===== config.mk =====
export PLATFORM = sky130hd
export DESIGN_NAME = button_handler_n_flat
export DESIGN_NICKNAME = d
export VERILOG_FILES = /design/src/rtl/button_pkg.sv /design/src/rtl/button_handler_n_if.sv /design/src/rtl/button_channel.sv /design/src/rtl/button_handler_n.sv /design/src/flat_wrapper.sv
export SDC_FILE = /design/constraint.sdc
export NUM_CORES = 1
export LEC_CHECK = 0
export CELL_PAD_IN_SITES_DETAIL_PLACEMENT = 2
export CELL_PAD_IN_SITES_GLOBAL_PLACEMENT = 2
export CORE_ASPECT_RATIO = 1.4
export CORE_MARGIN = 2
export CORE_UTILIZATION = 38
export DETAILED_ROUTE_END_ITERATION = 12
export PLACE_DENSITY = 0.91
export SYNTH_ARGS = -nofsm -noshare
export SYNTH_HDL_FRONTEND = slang
export SYNTH_SLANG_ARGS = --single-unit

===== constraint.sdc =====
create_clock -name clk -period 3 [get_ports clk]
set_input_delay 0.6 -clock clk [delete_from_list [all_inputs] [get_ports clk]]
set_output_delay 0.6 -clock clk [all_outputs]
set_load 0.02 [all_outputs]

===== src/rtl/button_pkg.sv =====
// button_pkg: shared state encoding and counter sizing for the button handler
package button_pkg;
  typedef enum logic [1:0] {RELEASED, CONFIRM_PRESS, HELD, CONFIRM_RELEASE} btn_state_t;
  function automatic int cnt_w(input int a, input int b, input int c);
    int m;
    m = (a > b) ? a : b;
    m = (m > c) ? m : c;
    return $clog2(m + 1);
  endfunction
endpackage


===== src/rtl/button_handler_n_if.sv =====
// button_handler_n_if: raw button levels in, debounced levels and event strobes out
interface button_handler_n_if #(parameter int N_BTN = 2);
  logic [N_BTN-1:0] button;
  logic [N_BTN-1:0] btn_level;
  logic [N_BTN-1:0] btn_press;
  logic [N_BTN-1:0] btn_release;
  logic [N_BTN-1:0] btn_long;
  modport master(output button, input btn_level, btn_press, btn_release, btn_long);
  modport slave(input button, output btn_level, btn_press, btn_release, btn_long);
endinterface


===== src/rtl/button_channel.sv =====
// button_channel: one button: synchronizer, debounce FSM, long-press and auto-repeat timing
module button_channel
  import button_pkg::*;
#(
  parameter int SYNC_STAGES  = 2,
  parameter int DEBOUNCE_CYC = 16,
  parameter int HOLD_CYC     = 1000,
  parameter int REPEAT_CYC   = 250,
  parameter int REPEAT_EN    = 1
) (
  input  logic clk,
  input  logic s_rst,
  input  logic i_btn,
  output logic o_level,
  output logic o_press,
  output logic o_release,
  output logic o_long
);
  localparam int W = cnt_w(DEBOUNCE_CYC, HOLD_CYC, REPEAT_CYC);
  localparam logic [W-1:0] DEB = W'(DEBOUNCE_CYC);
  localparam logic [W-1:0] HOLD = W'(HOLD_CYC);
  localparam logic [W-1:0] HOLD_M1 = W'(HOLD_CYC - 1);
  localparam logic [W-1:0] REP_M1 = W'(REPEAT_CYC - 1);
  localparam logic [W-1:0] ONE = W'(1);
  logic [SYNC_STAGES-1:0] r_sync;
  btn_state_t r_state, w_state_nxt;
  logic [W-1:0] r_deb, r_hold, r_rep, w_deb_nxt, w_hold_nxt, w_rep_nxt;
  logic w_s, w_press, w_release, w_long;
  assign w_s = r_sync[SYNC_STAGES-1];
  always_comb begin
    w_state_nxt = r_state;
    w_deb_nxt = r_deb;
    w_hold_nxt = r_hold;
    w_rep_nxt = r_rep;
    w_press = 1'b0;
    w_release = 1'b0;
    w_long = 1'b0;
    case (r_state)
      RELEASED: begin
        w_state_nxt = w_s ? CONFIRM_PRESS : RELEASED;
        w_deb_nxt = ONE;
      end
      CONFIRM_PRESS: begin
        if (!w_s) w_state_nxt = RELEASED;
        else if (r_deb == DEB) begin
          w_state_nxt = HELD;
          w_press = 1'b1;
          w_hold_nxt = '0;
          w_rep_nxt = '0;
        end else w_deb_nxt = r_deb + ONE;
      end
      HELD: begin
        // hold_cnt parks at HOLD; the repeat counter then carries the cadence forever
        if (r_hold != HOLD) begin
          w_hold_nxt = r_hold + ONE;
          w_long = (r_hold == HOLD_M1);
        end else if (REPEAT_EN != 0) begin
          w_press = (r_rep == REP_M1);
          w_rep_nxt = w_press ? '0 : r_rep + ONE;
        end
        if (!w_s) begin
          w_state_nxt = CONFIRM_RELEASE;
          w_deb_nxt = ONE;
        end
      end
      CONFIRM_RELEASE: begin
        if (w_s) w_state_nxt = HELD;
        else if (r_deb == DEB) begin
          w_state_nxt = RELEASED;
          w_release = 1'b1;
        end else w_deb_nxt = r_deb + ONE;
      end
    endcase
  end
  always_ff @(posedge clk) begin
    if (s_rst) begin
      r_sync <= '0;
      r_state <= RELEASED;
      r_deb <= '0;
      r_hold <= '0;
      r_rep <= '0;
      o_level <= 1'b0;
      o_press <= 1'b0;
      o_release <= 1'b0;
      o_long <= 1'b0;
    end else begin
      r_sync <= {r_sync[SYNC_STAGES-2:0], i_btn};
      r_state <= w_state_nxt;
      r_deb <= w_deb_nxt;
      r_hold <= w_hold_nxt;
      r_rep <= w_rep_nxt;
      o_level <= (w_state_nxt == HELD) || (w_state_nxt == CONFIRM_RELEASE);
      o_press <= w_press;
      o_release <= w_release;
      o_long <= w_long;
    end
  end
endmodule


===== src/rtl/button_handler_n.sv =====
// button_handler_n: N independent debounced button channels with long-press and auto-repeat
module button_handler_n
  import button_pkg::*;
#(
  parameter int N_BTN        = 2,
  parameter int SYNC_STAGES  = 2,
  parameter int DEBOUNCE_CYC = 16,
  parameter int HOLD_CYC     = 1000,
  parameter int REPEAT_CYC   = 250,
  parameter int REPEAT_EN    = 1
) (
  input logic clk,
  input logic s_rst,
  button_handler_n_if.slave bus
);
  for (genvar i = 0; i < N_BTN; i++) begin : g_ch
    button_channel #(
      .SYNC_STAGES(SYNC_STAGES),
      .DEBOUNCE_CYC(DEBOUNCE_CYC),
      .HOLD_CYC(HOLD_CYC),
      .REPEAT_CYC(REPEAT_CYC),
      .REPEAT_EN(REPEAT_EN)
    ) u_ch (
      .clk(clk),
      .s_rst(s_rst),
      .i_btn(bus.button[i]),
      .o_level(bus.btn_level[i]),
      .o_press(bus.btn_press[i]),
      .o_release(bus.btn_release[i]),
      .o_long(bus.btn_long[i])
    );
  end
endmodule


===== src/flat_wrapper.sv =====
// flat-port wrapper written by rule: the top's interface ports become plain ports
module button_handler_n_flat import button_pkg::*;
#(
  parameter int N_BTN        = 2,
  parameter int SYNC_STAGES  = 2,
  parameter int DEBOUNCE_CYC = 16,
  parameter int HOLD_CYC     = 1000,
  parameter int REPEAT_CYC   = 250,
  parameter int REPEAT_EN    = 1
)
  (clk, s_rst, bus_button, bus_btn_level, bus_btn_press, bus_btn_release, bus_btn_long);
  button_handler_n_if #(.N_BTN(N_BTN)) bus_i ();
  input logic clk;
  input logic s_rst;
  input wire logic [$bits(bus_i.button)-1:0] bus_button;
  output wire logic [$bits(bus_i.btn_level)-1:0] bus_btn_level;
  output wire logic [$bits(bus_i.btn_press)-1:0] bus_btn_press;
  output wire logic [$bits(bus_i.btn_release)-1:0] bus_btn_release;
  output wire logic [$bits(bus_i.btn_long)-1:0] bus_btn_long;
  assign bus_i.button = bus_button;
  assign bus_btn_level = bus_i.btn_level;
  assign bus_btn_press = bus_i.btn_press;
  assign bus_btn_release = bus_i.btn_release;
  assign bus_btn_long = bus_i.btn_long;
  button_handler_n #(.N_BTN(N_BTN), .SYNC_STAGES(SYNC_STAGES), .DEBOUNCE_CYC(DEBOUNCE_CYC), .HOLD_CYC(HOLD_CYC), .REPEAT_CYC(REPEAT_CYC), .REPEAT_EN(REPEAT_EN)) u_core (.clk(clk), .s_rst(s_rst), .bus(bus_i));
endmodule

==> results of run 1 <==
worst max-delay path: stages (launching register included):
cell and delay [ps]:
dfxtp_1 310, inv_1 120, ha_1 160, or4b_4 470
o31a_1 380, a211o_1 490, or4_1 530, a21oi_1 170
synthesized netlist by cell type, types with 4 or more instances:
cell type and instances:
a211oi_1 4, a21oi_1 20, a31oi_1 4, and3_1 8, and4_1 9, buf_4 8, clkbuf_1 12, dfxtp_1 76
ha_1 20, inv_1 26, nand2_1 34, nand3_1 20, nand4_1 18, nor2_1 53, nor2b_1 12, nor3_1 20
nor4_1 7, nor4b_1 4, o211ai_1 14, o21ai_0 9, o21ai_1 6, o31ai_1 13, or3_1 7, or4_1 4
or4b_1 4, xnor2_1 12, xor2_1 16
cell type report:
cell class              instances  area [um2]  area share
repair buffers                 21         185      0.0398
clock buffers                  12         256      0.0552
clock inverters                 4        47.5      0.0102
multi-input cells             361        2360       0.508
flip-flops and latches         76        1520       0.327
inverters                      26        97.6      0.0210
well taps                     141         176      0.0380
stage by stage:
step	std cells	setup WS (ps)
after floorplan	492	746
after global placement	625	460
after detailed placement	625	364
after CTS	641	280
after global routing	641	153
final	641	284
per-layer routing:
metal,GRT usage,wire length (um),vias to the layer above
met5,0,0,-
li1,-,-,1767
met2,0.413,6510,45
met1,0.234,4780,1852
met4,0.0887,289,0
met3,0.0341,225,24
kinds of logic after synthesis:
family	after synthesis	share of synthesized area
flops	76	0.364
xor+xnor	28	0.0587
mux	4	0.0105
simple gates	224	0.295
buf+inv	55	0.0701
fa+ha+maj	20	0.0599
compound gates	85	0.141
power by group through the flow:
stage	clock (W)	combinational [W]	sequential [W]
6_report	0.00111	0.0000670	0.00102
4_1_cts	0.00113	0.0000680	0.00102
3_5_place_dp	0	0.0000663	0.00104
2_1_floorplan	0	0.0000482	0.00104
5_1_grt	0.00117	0.0000749	0.00102
3_3_place_gp	0	0.0000624	0.00104
state kept, by name, summed over array words and instances, names as in the netlist:
name and cells:
u_core.g_ch.u_ch.o_release 2, u_core.g_ch.u_ch.o_press 2, u_core.g_ch.u_ch.r_rep 20, u_core.g_ch.u_ch.r_deb 20
u_core.g_ch.u_ch.o_level 2, u_core.g_ch.u_ch.o_long 2, u_core.g_ch.u_ch.r_state 4, u_core.g_ch.u_ch.r_sync 4
u_core.g_ch.u_ch.r_hold 20
final timing paths:
kind,startpoint,end,slack [ps],depth (start not counted)
worst max-delay path,u_core.g_ch[0].u_ch.r_deb[0],u_core.g_ch[0].u_ch.r_rep[3],280,7
worst min-delay path,u_core.g_ch[1].u_ch.r_sync[0],u_core.g_ch[1].u_ch.r_sync[1],440,1
worst max register to register,u_core.g_ch[0].u_ch.r_deb[0],u_core.g_ch[0].u_ch.r_rep[3],280,7
worst min register to register,u_core.g_ch[1].u_ch.r_sync[0],u_core.g_ch[1].u_ch.r_sync[1],440,1
==> reports/results.tsv, run 1 <==
metric	value	unit
post_cts resized	0	
fraction of layout cells with a size suffix above 1	0.0820	
status	finished clean	
nets	519	
critical path fanouts, max	14	
WL final	11.8	mm
total gr overflow	0	
CTS tree	done	
Final Hold Viols	0	
Avg Inst Size Synth	8.49	um2
Starting Density	0.388	
cells after synthesis	492	
Post-DRT Antenna Nets	0	
largest net degree at the start of global routing	32	
Pwr Total	0.00219	W
via count	3688	
Core Util, Final	0.432	
core area	0.0108	mm2
Max Cap Viol	0	
Net Sw Power	0.000470	W
first-pass GRT wire length	20.5	mm
fill count	1192	
clock share of power	0.504	
placed cell areas	0.00434	mm2
Yosys reg bits	76	
leakage	1.60	nW
H-tree Lvls	3	
DP HPWL	8.28	mm
Pwr Density	472	mW/mm2
RePlAce Congestion	0.790	
Seq pwr share	0.465	
Peak Freq	368	MHz
clock transition at the registers of the reported paths	60	ps
initial antenna violation count	0	
CP arrival	2980	ps
Synth async-reset ratio	0	
Internal Power	0.00172	W
Post-synth EDFFs	0	
worst vdd ir	251	uV
relative slew slack	0.239	
vias in the first global route	4153	
Yosys warnings	0	
CTS Buffer Depth	2	
IO Port Bufs	11	
area leader, netlist	dfxtp_1	
DR pass1 iterations	4	
area delta synth->final	11.3	%
antenna diode count	0	
Critical Path End Type	flop	
clk sink count	76	
Worst-Margin Slew	1130	ps
hold_buf cts	0	
TNS Setup	0	ps
Seq/Total Area, Yosys	0.364	
final period demand of the worst path	2720	ps
RSZ-0062 raised after global routing	no	
commonest non-fill, non-tap cell in the layout	dfxtp_1	
drt first-iter violations	144	
Slew Limit Fails	0	
crit share post-route	0.905	
IO Count	12	
Critical Path RT	3260	ps
Setup-failing EPs final	0	
hold slack	441	ps
CP Launch Type	flop	
type of the worst min-delay path	reg2reg	
die height	128	um
mapped cell area	0.00418	mm2
WS Path Type	reg2reg	
clk_lat worst skew	340	ps
syn nets	516	
DR DRC count	0	
Combinational Power Share	0.031	
CTS Buf Count	9	
Vias per Instance	5.75	
synth unique cells	61	
commonest non-fill, non-tap cells in the layout	dfxtp_1, nor2_1, nand2_1, inv_1	
final instance area	0.00465	mm2
Yosys top cell area share	0.364	
Most used DFF post-synth	dfxtp_1	
site row count	45	
Synth area leaders	dfxtp_1, ha_1, nor2_1	
Clock Skew	4.56	ps
Die W	92.6	um
die area	0.0119	mm2
All-Layer GR Usage	0.216	
switching part of the total	0.214	
DR WL/cell	18.4	um
root buffer cell	clkbuf_16	
# Post-CTS Setup Buffers	0	
Power figures use the tool's default switching activity.
==> run 2, diff against run 1 <==
- SYNTH_HIERARCHICAL: unset -> 1
==> reports/results.tsv, run 2 <==
metric	value	unit
largest net degree at the start of global routing	42	
TNS Setup	0	ps
root buffer cell	clkbuf_16	
IO Count	12	
die area	0.0122	mm2
vias in the first global route	4478	
CP peak stage delay	700	ps
final period demand of the worst path	2470	ps
Critical Path End Type	flop	
area leader, netlist	dfxtp_1	
Synth async-reset ratio	0	
site row count	46	
first-pass GRT wire length	22.0	mm
Post-synth EDFFs	0	
type of the worst min-delay path	reg2reg	
Final Hold Viols	0	
syn nets	533	
DR pass1 iterations	4	
CP Launch Type	flop	
critical path fanouts, max	14	
Yosys warnings	6	
post_cts resized	0	
Avg Inst Size Synth	8.49	um2
commonest non-fill, non-tap cells in the layout	dfxtp_1, nand2_1, nor2_1, inv_1, a21oi_1	
H-tree Lvls	3	
Pwr Density	431	mW/mm2
mapped cell area	0.00432	mm2
fraction of layout cells with a size suffix above 1	0.0899	
Slew Limit Fails	0	
Starting Density	0.385	
die height	130	um
Max Cap Viol	0	
worst vdd ir	258	uV
synth unique cells	73	
clock transition at the registers of the reported paths	60	ps
nets	542	
# Post-CTS Setup Buffers	0	
worst-path cell chain	inv_1 -> ha_1 -> inv_1 -> nor4_1 -> a41oi_1 -> a311oi_1	
final setup margin	535	ps
top-count cell post-synth	dfxtp_1	
Most used DFF post-synth	dfxtp_1	
CP arrival	2720	ps
DP HPWL	9.03	mm
cells after synthesis	509	
DR WL/cell	19.5	um
CTS Buffer Depth	2	
Setup-failing EPs final	0	
Worst-Margin Slew	995	ps
total gr overflow	0	
Die W	94.1	um
All-Layer GR Usage	0.226	
CTS tree	done	
Yosys top cell area share	0.348	
Top Registers	u_core/g_ch.u_ch/r_deb x20, u_core/g_ch.u_ch/r_hold x20, u_core/g_ch.u_ch/r_rep x20	
status	finished clean	
DR DRC count	0	
initial antenna violation count	0	
clk_lat worst skew	340	ps
clk sink count	75	
Critical Path RT	3260	ps
relative slew slack	0.335	
Peak Freq	406	MHz
Yosys reg bits	75	
leakage	1.52	nW
Commonest cells post-synth	dfxtp_1, nand2_1, nor2_1	
hold_buf cts	0	
Crit-path slowest cell	nor4_1	
area delta synth->final	12.4	%
RSZ-0062 raised after global routing	no	
Synth area leaders	dfxtp_1, ha_1, a21oi_1	
Post-DRT Antenna Nets	0	
antenna diode count	0	
via count	4037	
core area	0.0112	mm2
Seq/Total Area, Yosys	0.348	
fill count	1261	
Clock Skew	5.83	ps
Vias per Instance	6.05	
commonest non-fill, non-tap cell in the layout	dfxtp_1	
pre-CTS WS	621	ps
WL final	13.0	mm
CTS Buf Count	9	
drt first-iter violations	93	
RePlAce Congestion	0.806	
crit share post-route	0.822	
WS Path Type	reg2reg	
IO Port Bufs	11	
crit-path most repeated cell	inv_1	
==> run 2: logic make-up (layout without fill, tap and decap cells) <==
logic type / after synthesis / in the layout / share of synthesized area
adders and majority gates: 20 / 20 / 0.0579
and+or+nand+nor: 211 / 211 / 0.284
DFF: 75 / 75 / 0.348
AOI/OAI and AO/OA: 127 / 127 / 0.209
buffers and inverters: 50 / 64 / 0.0452
xor gates and xnor gates: 15 / 15 / 0.0304
muxes: 11 / 11 / 0.0258
==> run 2: per-layer routing <==
layer	track usage	share of wire
met4	0.0853	0.024
met5	0	0
met2	0.450	0.57
met3	0.0398	0.018
met1	0.229	0.38
==> run 2: critical path: cells and delay by family (launching register included) <==
kind            cells  cell delay [ps]
simple gates        1              700
compound gates      2              500
fa+ha+maj           1              480
buf+inv             2              360
flops               1              330
==> run 2: layout make-up <==
cell class	instances	area (um2)	area share
clock buffer	10	229	0.0472
multi-input combinational	384	2620	0.540
inverter	29	109	0.0224
timing repair buffer	19	170	0.0351
sequential	75	1500	0.309
clock inverter	6	42.5	0.00876
tap	144	180	0.0371
==> run 2: per-stage QoR <==
| stage | utilization | hold slack, ps | cell area [um2] | std cells | power [W] |
|---|---|---|---|---|---|
| 6_report | 0.433 | 445 | 4850 | 667 | 0.00209 |
| 3_3_place_gp | 0.408 | 430 | 4580 | 651 | 0.00110 |
| 3_5_place_dp | 0.408 | 435 | 4580 | 651 | 0.00111 |
| 4_1_cts | 0.433 | 457 | 4850 | 667 | 0.00212 |
| 2_1_floorplan | - | 414 | 4320 | 509 | 0.00108 |
| 5_1_grt | 0.433 | 468 | 4850 | 667 | 0.00218 |
==> run 2: power breakdown <==
| group | leakage [nW] | switching, W | total [W] | internal [W] |
|---|---|---|---|---|
| sequential | 0.606 | 0.00000547 | 0.00101 | 0.00100 |
| clock | 0.128 | 0.000448 | 0.00101 | 0.000560 |
| combinational | 0.789 | 0.0000515 | 0.0000803 | 0.0000288 |
==> run 2: final timing paths <==
path | start | depth (start not counted) | endpoint | slack [ps]
worst max-delay path | u_core/g_ch[1].u_ch/r_state[0] | 6 | u_core/g_ch[1].u_ch/r_rep[8] | 530
worst min-delay path | u_core/g_ch[1].u_ch/r_sync[0] | 1 | u_core/g_ch[1].u_ch/r_sync[1] | 440
worst max register to register | u_core/g_ch[1].u_ch/r_state[0] | 6 | u_core/g_ch[1].u_ch/r_rep[8] | 530
worst min register to register | u_core/g_ch[1].u_ch/r_sync[0] | 1 | u_core/g_ch[1].u_ch/r_sync[1] | 440
